$ cat src/rtl/exe_muldiv_pkg.sv
// Shared constants for the RV32M multi-cycle execute unit: M-op funct3 codes,
// the M-type funct7 value, FSM encodings and operand-signedness helpers.
package exe_muldiv_pkg;

    localparam logic [2:0] MD_MUL    = 3'b000;
    localparam logic [2:0] MD_MULH   = 3'b001;
    localparam logic [2:0] MD_MULHSU = 3'b010;
    localparam logic [2:0] MD_MULHU  = 3'b011;
    localparam logic [2:0] MD_DIV    = 3'b100;
    localparam logic [2:0] MD_DIVU   = 3'b101;
    localparam logic [2:0] MD_REM    = 3'b110;
    localparam logic [2:0] MD_REMU   = 3'b111;

    localparam logic [6:0] FUNCT7_M  = 7'b0000001;

    localparam logic [1:0] ST_IDLE = 2'd0;
    localparam logic [1:0] ST_MUL  = 2'd1;
    localparam logic [1:0] ST_DIV  = 2'd2;
    localparam logic [1:0] ST_DONE = 2'd3;

    // rs1 is signed for MULH/MULHSU/DIV/REM; MUL's low half is sign-agnostic
    function automatic logic op1_signed(input logic [2:0] f3);
        return f3[2] ? !f3[0] : (f3 == MD_MULH || f3 == MD_MULHSU);
    endfunction

    function automatic logic op2_signed(input logic [2:0] f3);
        return f3[2] ? !f3[0] : (f3 == MD_MULH);
    endfunction

endpackage

$ cat src/rtl/exe_muldiv_div_iter.sv
// Restoring radix-2 divider datapath on magnitudes: one quotient bit per step.
// Next-state quotient/remainder are exposed so the final step can be written back directly.
module exe_div_iter
    import exe_muldiv_pkg::*;
#(
    parameter int XLEN  = 32,
    parameter int CNT_W = $clog2(XLEN) + 1
) (
    input  logic            clk_i,
    input  logic            rst_i,
    input  logic            start_i,
    input  logic            step_i,
    input  logic [XLEN-1:0] dividend_i,
    input  logic [XLEN-1:0] divisor_i,
    output logic [XLEN-1:0] quo_nxt_o,
    output logic [XLEN-1:0] rem_nxt_o,
    output logic            done_o
);

    logic [XLEN-1:0]  quo_q;
    logic [XLEN-1:0]  rem_q;
    logic [XLEN-1:0]  divisor_q;
    logic [CNT_W-1:0] cnt_q;
    logic [XLEN:0]    shifted;
    logic [XLEN:0]    diff;

    always_comb begin
        shifted = {rem_q, quo_q[XLEN-1]};
        diff    = shifted - {1'b0, divisor_q};
        if (diff[XLEN]) begin
            rem_nxt_o = shifted[XLEN-1:0];
            quo_nxt_o = {quo_q[XLEN-2:0], 1'b0};
        end else begin
            rem_nxt_o = diff[XLEN-1:0];
            quo_nxt_o = {quo_q[XLEN-2:0], 1'b1};
        end
    end

    assign done_o = step_i && (cnt_q == CNT_W'(XLEN - 1));

    always_ff @(posedge clk_i) begin
        if (!rst_i) begin
            quo_q     <= '0;
            rem_q     <= '0;
            divisor_q <= '0;
            cnt_q     <= '0;
        end else if (start_i) begin
            quo_q     <= dividend_i;
            rem_q     <= '0;
            divisor_q <= divisor_i;
            cnt_q     <= '0;
        end else if (step_i) begin
            quo_q     <= quo_nxt_o;
            rem_q     <= rem_nxt_o;
            cnt_q     <= cnt_q + 1'b1;
        end
    end

endmodule

$ cat src/rtl/exe_muldiv.sv
// RV32M multi-cycle execute unit: accepts M-ops by valid/ready, stalls the pipe
// while iterating, and returns a registered one-cycle writeback.
module exe_muldiv
    import exe_muldiv_pkg::*;
#(
    parameter int XLEN     = 32,
    parameter int MUL_FAST = 1
) (
    input  logic            clk_i,
    input  logic            rst_i,
    input  logic            valid_i,
    output logic            ready_o,
    input  logic [2:0]      funct3_i,
    input  logic [XLEN-1:0] op1_i,
    input  logic [XLEN-1:0] op2_i,
    input  logic [4:0]      reg_waddr_i,
    input  logic            flush_i,
    output logic            stall_o,
    output logic            valid_o,
    output logic [4:0]      reg_waddr_o,
    output logic            reg_we_o,
    output logic [XLEN-1:0] reg_wdata_o
);

    localparam int CNT_W = $clog2(XLEN) + 1;

    logic [1:0]        state_q;
    logic [2:0]        f3_q;
    logic [XLEN-1:0]   op1_q;
    logic [XLEN-1:0]   op2_q;
    logic [4:0]        waddr_q;

    logic              accept;
    logic              fin;
    logic [XLEN-1:0]   fin_data;
    logic              in_s1;
    logic              in_s2;
    logic [XLEN-1:0]   mag1;
    logic [XLEN-1:0]   mag2;
    logic [2*XLEN-1:0] mul_prod;
    logic              mul_last;
    logic [XLEN-1:0]   mul_res;
    logic              div_done;
    logic [XLEN-1:0]   quo_nxt;
    logic [XLEN-1:0]   rem_nxt;
    logic              div_zero;
    logic              div_ovf;
    logic              q_neg;
    logic              r_neg;
    logic [XLEN-1:0]   div_res;
    logic [XLEN-1:0]   div_spec;

    assign ready_o = (state_q == ST_IDLE) || (state_q == ST_DONE);
    assign accept  = valid_i && ready_o && !flush_i;
    assign stall_o = (state_q == ST_MUL) || (state_q == ST_DIV) || accept;

    assign in_s1 = op1_signed(funct3_i);
    assign in_s2 = op2_signed(funct3_i);
    assign mag1  = (in_s1 && op1_i[XLEN-1]) ? -op1_i : op1_i;
    assign mag2  = (in_s2 && op2_i[XLEN-1]) ? -op2_i : op2_i;

    generate
        if (MUL_FAST != 0) begin : g_mul_fast
            logic [2*XLEN-1:0] a_ext;
            logic [2*XLEN-1:0] b_ext;
            // Sign-extending to 2*XLEN makes the truncated unsigned product exact
            assign a_ext    = {{XLEN{op1_signed(f3_q) & op1_q[XLEN-1]}}, op1_q};
            assign b_ext    = {{XLEN{op2_signed(f3_q) & op2_q[XLEN-1]}}, op2_q};
            assign mul_prod = a_ext * b_ext;
            assign mul_last = 1'b1;
        end else begin : g_mul_iter
            logic [2*XLEN-1:0] mcand_q;
            logic [2*XLEN-1:0] acc_q;
            logic [2*XLEN-1:0] acc_nxt;
            logic [XLEN-1:0]   mplier_q;
            logic              neg_q;
            logic [CNT_W-1:0]  cnt_q;

            assign acc_nxt  = mplier_q[0] ? acc_q + mcand_q : acc_q;
            assign mul_prod = neg_q ? -acc_nxt : acc_nxt;
            assign mul_last = (cnt_q == CNT_W'(XLEN - 1));

            always_ff @(posedge clk_i) begin
                if (!rst_i) begin
                    mcand_q  <= '0;
                    acc_q    <= '0;
                    mplier_q <= '0;
                    neg_q    <= 1'b0;
                    cnt_q    <= '0;
                end else if (accept && !funct3_i[2]) begin
                    mcand_q  <= {{XLEN{1'b0}}, mag1};
                    mplier_q <= mag2;
                    acc_q    <= '0;
                    cnt_q    <= '0;
                    neg_q    <= (in_s1 & op1_i[XLEN-1]) ^ (in_s2 & op2_i[XLEN-1]);
                end else if (state_q == ST_MUL) begin
                    acc_q    <= acc_nxt;
                    mcand_q  <= mcand_q << 1;
                    mplier_q <= mplier_q >> 1;
                    cnt_q    <= cnt_q + 1'b1;
                end
            end
        end
    endgenerate

    assign mul_res = (f3_q == MD_MUL) ? mul_prod[XLEN-1:0] : mul_prod[2*XLEN-1:XLEN];

    exe_div_iter #(
        .XLEN  (XLEN),
        .CNT_W (CNT_W)
    ) u_div (
        .clk_i      (clk_i),
        .rst_i      (rst_i),
        .start_i    (accept && funct3_i[2]),
        .step_i     (state_q == ST_DIV),
        .dividend_i (mag1),
        .divisor_i  (mag2),
        .quo_nxt_o  (quo_nxt),
        .rem_nxt_o  (rem_nxt),
        .done_o     (div_done)
    );

    assign div_zero = (op2_q == '0);
    assign div_ovf  = !f3_q[0] && (op1_q == {1'b1, {(XLEN-1){1'b0}}}) && (op2_q == '1);
    assign q_neg    = !f3_q[0] && (op1_q[XLEN-1] ^ op2_q[XLEN-1]);
    assign r_neg    = !f3_q[0] && op1_q[XLEN-1];
    assign div_res  = f3_q[1] ? (r_neg ? -rem_nxt : rem_nxt)
                              : (q_neg ? -quo_nxt : quo_nxt);
    assign div_spec = div_zero ? (f3_q[1] ? op1_q : '1)
                               : (f3_q[1] ? '0 : op1_q);

    always_comb begin
        fin      = 1'b0;
        fin_data = '0;
        case (state_q)
            ST_MUL: begin
                fin      = mul_last;
                fin_data = mul_res;
            end
            ST_DIV: begin
                if (div_zero || div_ovf) begin
                    fin      = 1'b1;
                    fin_data = div_spec;
                end else begin
                    fin      = div_done;
                    fin_data = div_res;
                end
            end
            default: ;
        endcase
    end

    always_ff @(posedge clk_i) begin
        if (!rst_i) begin
            state_q     <= ST_IDLE;
            f3_q        <= '0;
            op1_q       <= '0;
            op2_q       <= '0;
            waddr_q     <= '0;
            valid_o     <= 1'b0;
            reg_we_o    <= 1'b0;
            reg_waddr_o <= '0;
            reg_wdata_o <= '0;
        end else begin
            valid_o  <= 1'b0;
            reg_we_o <= 1'b0;
            if (flush_i) begin
                state_q <= ST_IDLE;
            end else if (accept) begin
                f3_q    <= funct3_i;
                op1_q   <= op1_i;
                op2_q   <= op2_i;
                waddr_q <= reg_waddr_i;
                state_q <= funct3_i[2] ? ST_DIV : ST_MUL;
            end else if (fin) begin
                reg_wdata_o <= fin_data;
                reg_waddr_o <= waddr_q;
                valid_o     <= 1'b1;
                reg_we_o    <= (waddr_q != '0);
                state_q     <= ST_DONE;
            end else if (state_q == ST_DONE) begin
                state_q <= ST_IDLE;
            end
        end
    end

endmodule

$ cat config.mk
export PLATFORM = sky130hd
export DESIGN_NAME = exe_muldiv
export DESIGN_NICKNAME = d
export VERILOG_FILES = /design/src/rtl/exe_muldiv_pkg.sv /design/src/rtl/exe_muldiv_div_iter.sv /design/src/rtl/exe_muldiv.sv
export SDC_FILE = /design/constraint.sdc
export NUM_CORES = 2
export LEC_CHECK = 0
export CORE_UTILIZATION = 60
export CTS_CLUSTER_SIZE = 24
export DETAILED_ROUTE_END_ITERATION = 8
export PLACE_DENSITY = 0.8
export SYNTH_ARGS = -nofsm -noshare
export SYNTH_HDL_FRONTEND = slang
export SYNTH_SLANG_ARGS = --single-unit
$ cat constraint.sdc
create_clock -name clk_i -period 8.5 [get_ports clk_i]
set_input_delay 2.125 -clock clk_i [delete_from_list [all_inputs] [get_ports clk_i]]
set_output_delay 2.125 -clock clk_i [all_outputs]
set_load 0.01 [all_outputs]
==> metrics <==
Tcrit/Tclk final=0.984; Clock Sinks=215; Multi-input gate area=0.0424 sq mm; Post-synth EDFFs=0; Final TNS setup=0 ns; TritonCTS clock tree=built; Syn. warnings=0; Layout Skew=0.0479 ns; WP data required=8.97 ns; GR Overflow Total=0; slowest CP cell=fa_2; clk slew on worst S/H paths=0.06 ns; Site Rows=108; Synth async-reset ratio=0; Routed WL=171000 um; most frequent cells in the layout=inv_1, fa_1, nand2_1; synthesized area=0.0526 sq mm; syn nets=7668; CP peak stage delay=0.63 ns; Max-slew headroom=0.246; leading cell type in the layout, fill and taps excluded=inv_1; Peak VDD IR=0.166 mV; layout cells sized above 1=0.0724; DR pass1 iterations=9; Leak=26.3 nW; register area share after synthesis=0.0819; initial core utilization=0.606; min cycle time layout=8.37 ns; routability cong.=1.05; Primary FF master, synth=dfxtp_1; worst-path fanout max=7; Hold-fix buffers, CTS=0; grt met2 use=0.615; worst-skew pair later-pin latency=0.60 ns; fin cells=7397; Ant. Diodes=0; DPL Wire Length=137000 um; met1 Usage GRT=0.509; die footprint=0.0888 sq mm; gr busiest metal=met2; Most common cell on crit path=fa_1; number of global-route vias before repair=46600; Port-buffer cells=116; pin count of the biggest net entering global routing=84; HP Class=register to register; Max Clk Rate=120 MHz; fillers=6950; DRC viols=0; first-pass GRT wire length=267000 um; H-Tree Depth=1; synthesized flop and latch total=215; layout net count=7677; final setup fails=0; Syn Area/Cell=8.46 sq um; antenna violations before repair=7; Arrival @ worst endpoint=8.83 ns; Tot GR Track Use=0.392; wire per inst=23.1 um; I/O pins=117; Final Util=0.664; GRT met3 Usage=0.0686; Die Y=298 um; crit start category=register; TritonCTS Buffers=27; DR iter-0 viols=4634; die width=298 um; Slew Limit Fails=0; final hold vios=0; vias per inst=6.02; post-route ant nets=0; clk root buf=clkbuf_16; Min Hold Slack=0.453 ns; CORE AREA=0.0868 sq mm; Syn Inst Count=6213; worst-margin pin slew=1.13 ns; PD cells=78.0 mW/mm^2; kind of critical path=register to register; Critical Path Sink Type=register; Yosys cell types=90; status=finished clean; CTS Buffer Depth=3; area grow syn2layout=9.52%; register area=0.00432 sq mm; total via count in the routed design=44500; Inst Count DP=7338; Max Cap Viol=0
critical path: cells and delay by family (launching register included):
family | cells | cell delay (ns)
simple gates | 5 | 1.39
flops | 1 | 0.33
xor+xnor | 1 | 0.31
compound gates | 6 | 0.99
buf+inv | 6 | 0.71
fa+ha+maj | 9 | 4.52
worst paths after layout:
| path | cells past startpoint | slack (ns) | startpoint | end |
|---|---|---|---|---|
| worst max-delay path | 27 | 0.13 | f3_q[2] | reg_wdata_o[23] |
| worst min-delay path | 2 | 0.45 | u_div.divisor_q[21] | u_div.divisor_q[21] |
| worst max register to register | 27 | 0.13 | f3_q[2] | reg_wdata_o[23] |
| worst min register to register | 2 | 0.45 | u_div.divisor_q[21] | u_div.divisor_q[21] |
metrics by stage:
| step | power (W) | setup slack, ns | cell area, sq um |
|---|---|---|---|
| floorplan | 0.00241 | -0.0246 | 52700 |
| global placement | 0.00315 | 0.0609 | 56200 |
| detailed placement | 0.00318 | -0.122 | 56200 |
| CTS | 0.00440 | 0.00185 | 57100 |
| global route | 0.00468 | -0.0548 | 57600 |
| finish | 0.00449 | 0.135 | 57600 |
kinds of logic after synthesis:
| family | synth area share |
|---|---|
| AO/OA/AOI/OAI | 0.0980 |
| multiplexers | 0.0122 |
| adder cells (fa/ha/maj) | 0.489 |
| flip-flops | 0.0819 |
| XOR/XNOR | 0.0347 |
| buffers and inverters | 0.119 |
| AND/OR/NAND/NOR | 0.165 |
sequential cells by signal, indices dropped and copies added (netlist names):
signal           count
state_q              2
u_div.quo_q         32
reg_waddr_o          5
u_div.divisor_q     32
reg_we_o             1
op1_q               32
reg_wdata_o         32
u_div.cnt_q          6
valid_o              1
op2_q               32
waddr_q              5
u_div.rem_q         32
f3_q                 3
timing repair:
action,CTS,global route
setup buffers,1,8
gates cloned,0,1
setup endpoints to repair,9,20
hold endpoints to repair,0,0
pin swaps,1,61
resized for setup,4,98
final cells by class:
type | instances | area share
inverters | 1234 | 0.0806
multi-input cells | 4367 | 0.737
flip-flops and latches | 215 | 0.0750
repair buffers | 377 | 0.0666
clock buffers | 38 | 0.0130
well taps | 1155 | 0.0251
clock inverters | 11 | 0.00252
power by group:
part / switching [W] / internal, W
Sequential: 0.0000670 / 0.00105
Clock: 0.000525 / 0.000703
Combinational: 0.00138 / 0.000762
Total: 0.00198 / 0.00251
layer usage:
metal,up-vias,share of wire
li1,19000,-
met1,22400,0.37
met2,2571,0.45
met4,6,0.079
met3,617,0.10
met5,-,0.00020
synthesized netlist by cell type, drive strengths merged, types with 5 or more instances:
cell type | n | area (sq um)
a311oi | 8 | 70.1
o22ai | 9 | 56.3
a22oi | 5 | 37.5
a211o | 10 | 96.4
buf | 25 | 144
nor2 | 246 | 923
mux2i | 59 | 594
nor2b | 11 | 68.8
nor3 | 61 | 310
nand4 | 28 | 175
a21o | 36 | 270
and2 | 327 | 2050
inv | 1233 | 4630
a211oi | 101 | 786
nor4 | 29 | 181
o21a | 20 | 150
o41ai | 12 | 113
a41o | 5 | 50.1
a21boi | 5 | 37.5
ha | 253 | 3170
nand3 | 41 | 205
nor3b | 10 | 75.1
o21ai | 159 | 796
o21bai | 16 | 131
and4 | 6 | 52.6
nand2b | 22 | 138
xor2 | 85 | 744
dfxtp | 215 | 4300
a221oi | 14 | 123
or4 | 7 | 52.6
clkbuf | 370 | 1470
nand2 | 1038 | 3900
or3 | 31 | 195
xnor2 | 123 | 1080
a31o | 5 | 43.8
a31oi | 34 | 231
o221ai | 7 | 61.3
o211ai | 22 | 170
and3 | 18 | 118
a21oi | 289 | 1460
or2 | 18 | 113
fa | 1126 | 22500
o31ai | 23 | 173
(Power assumes the default switching activity.)
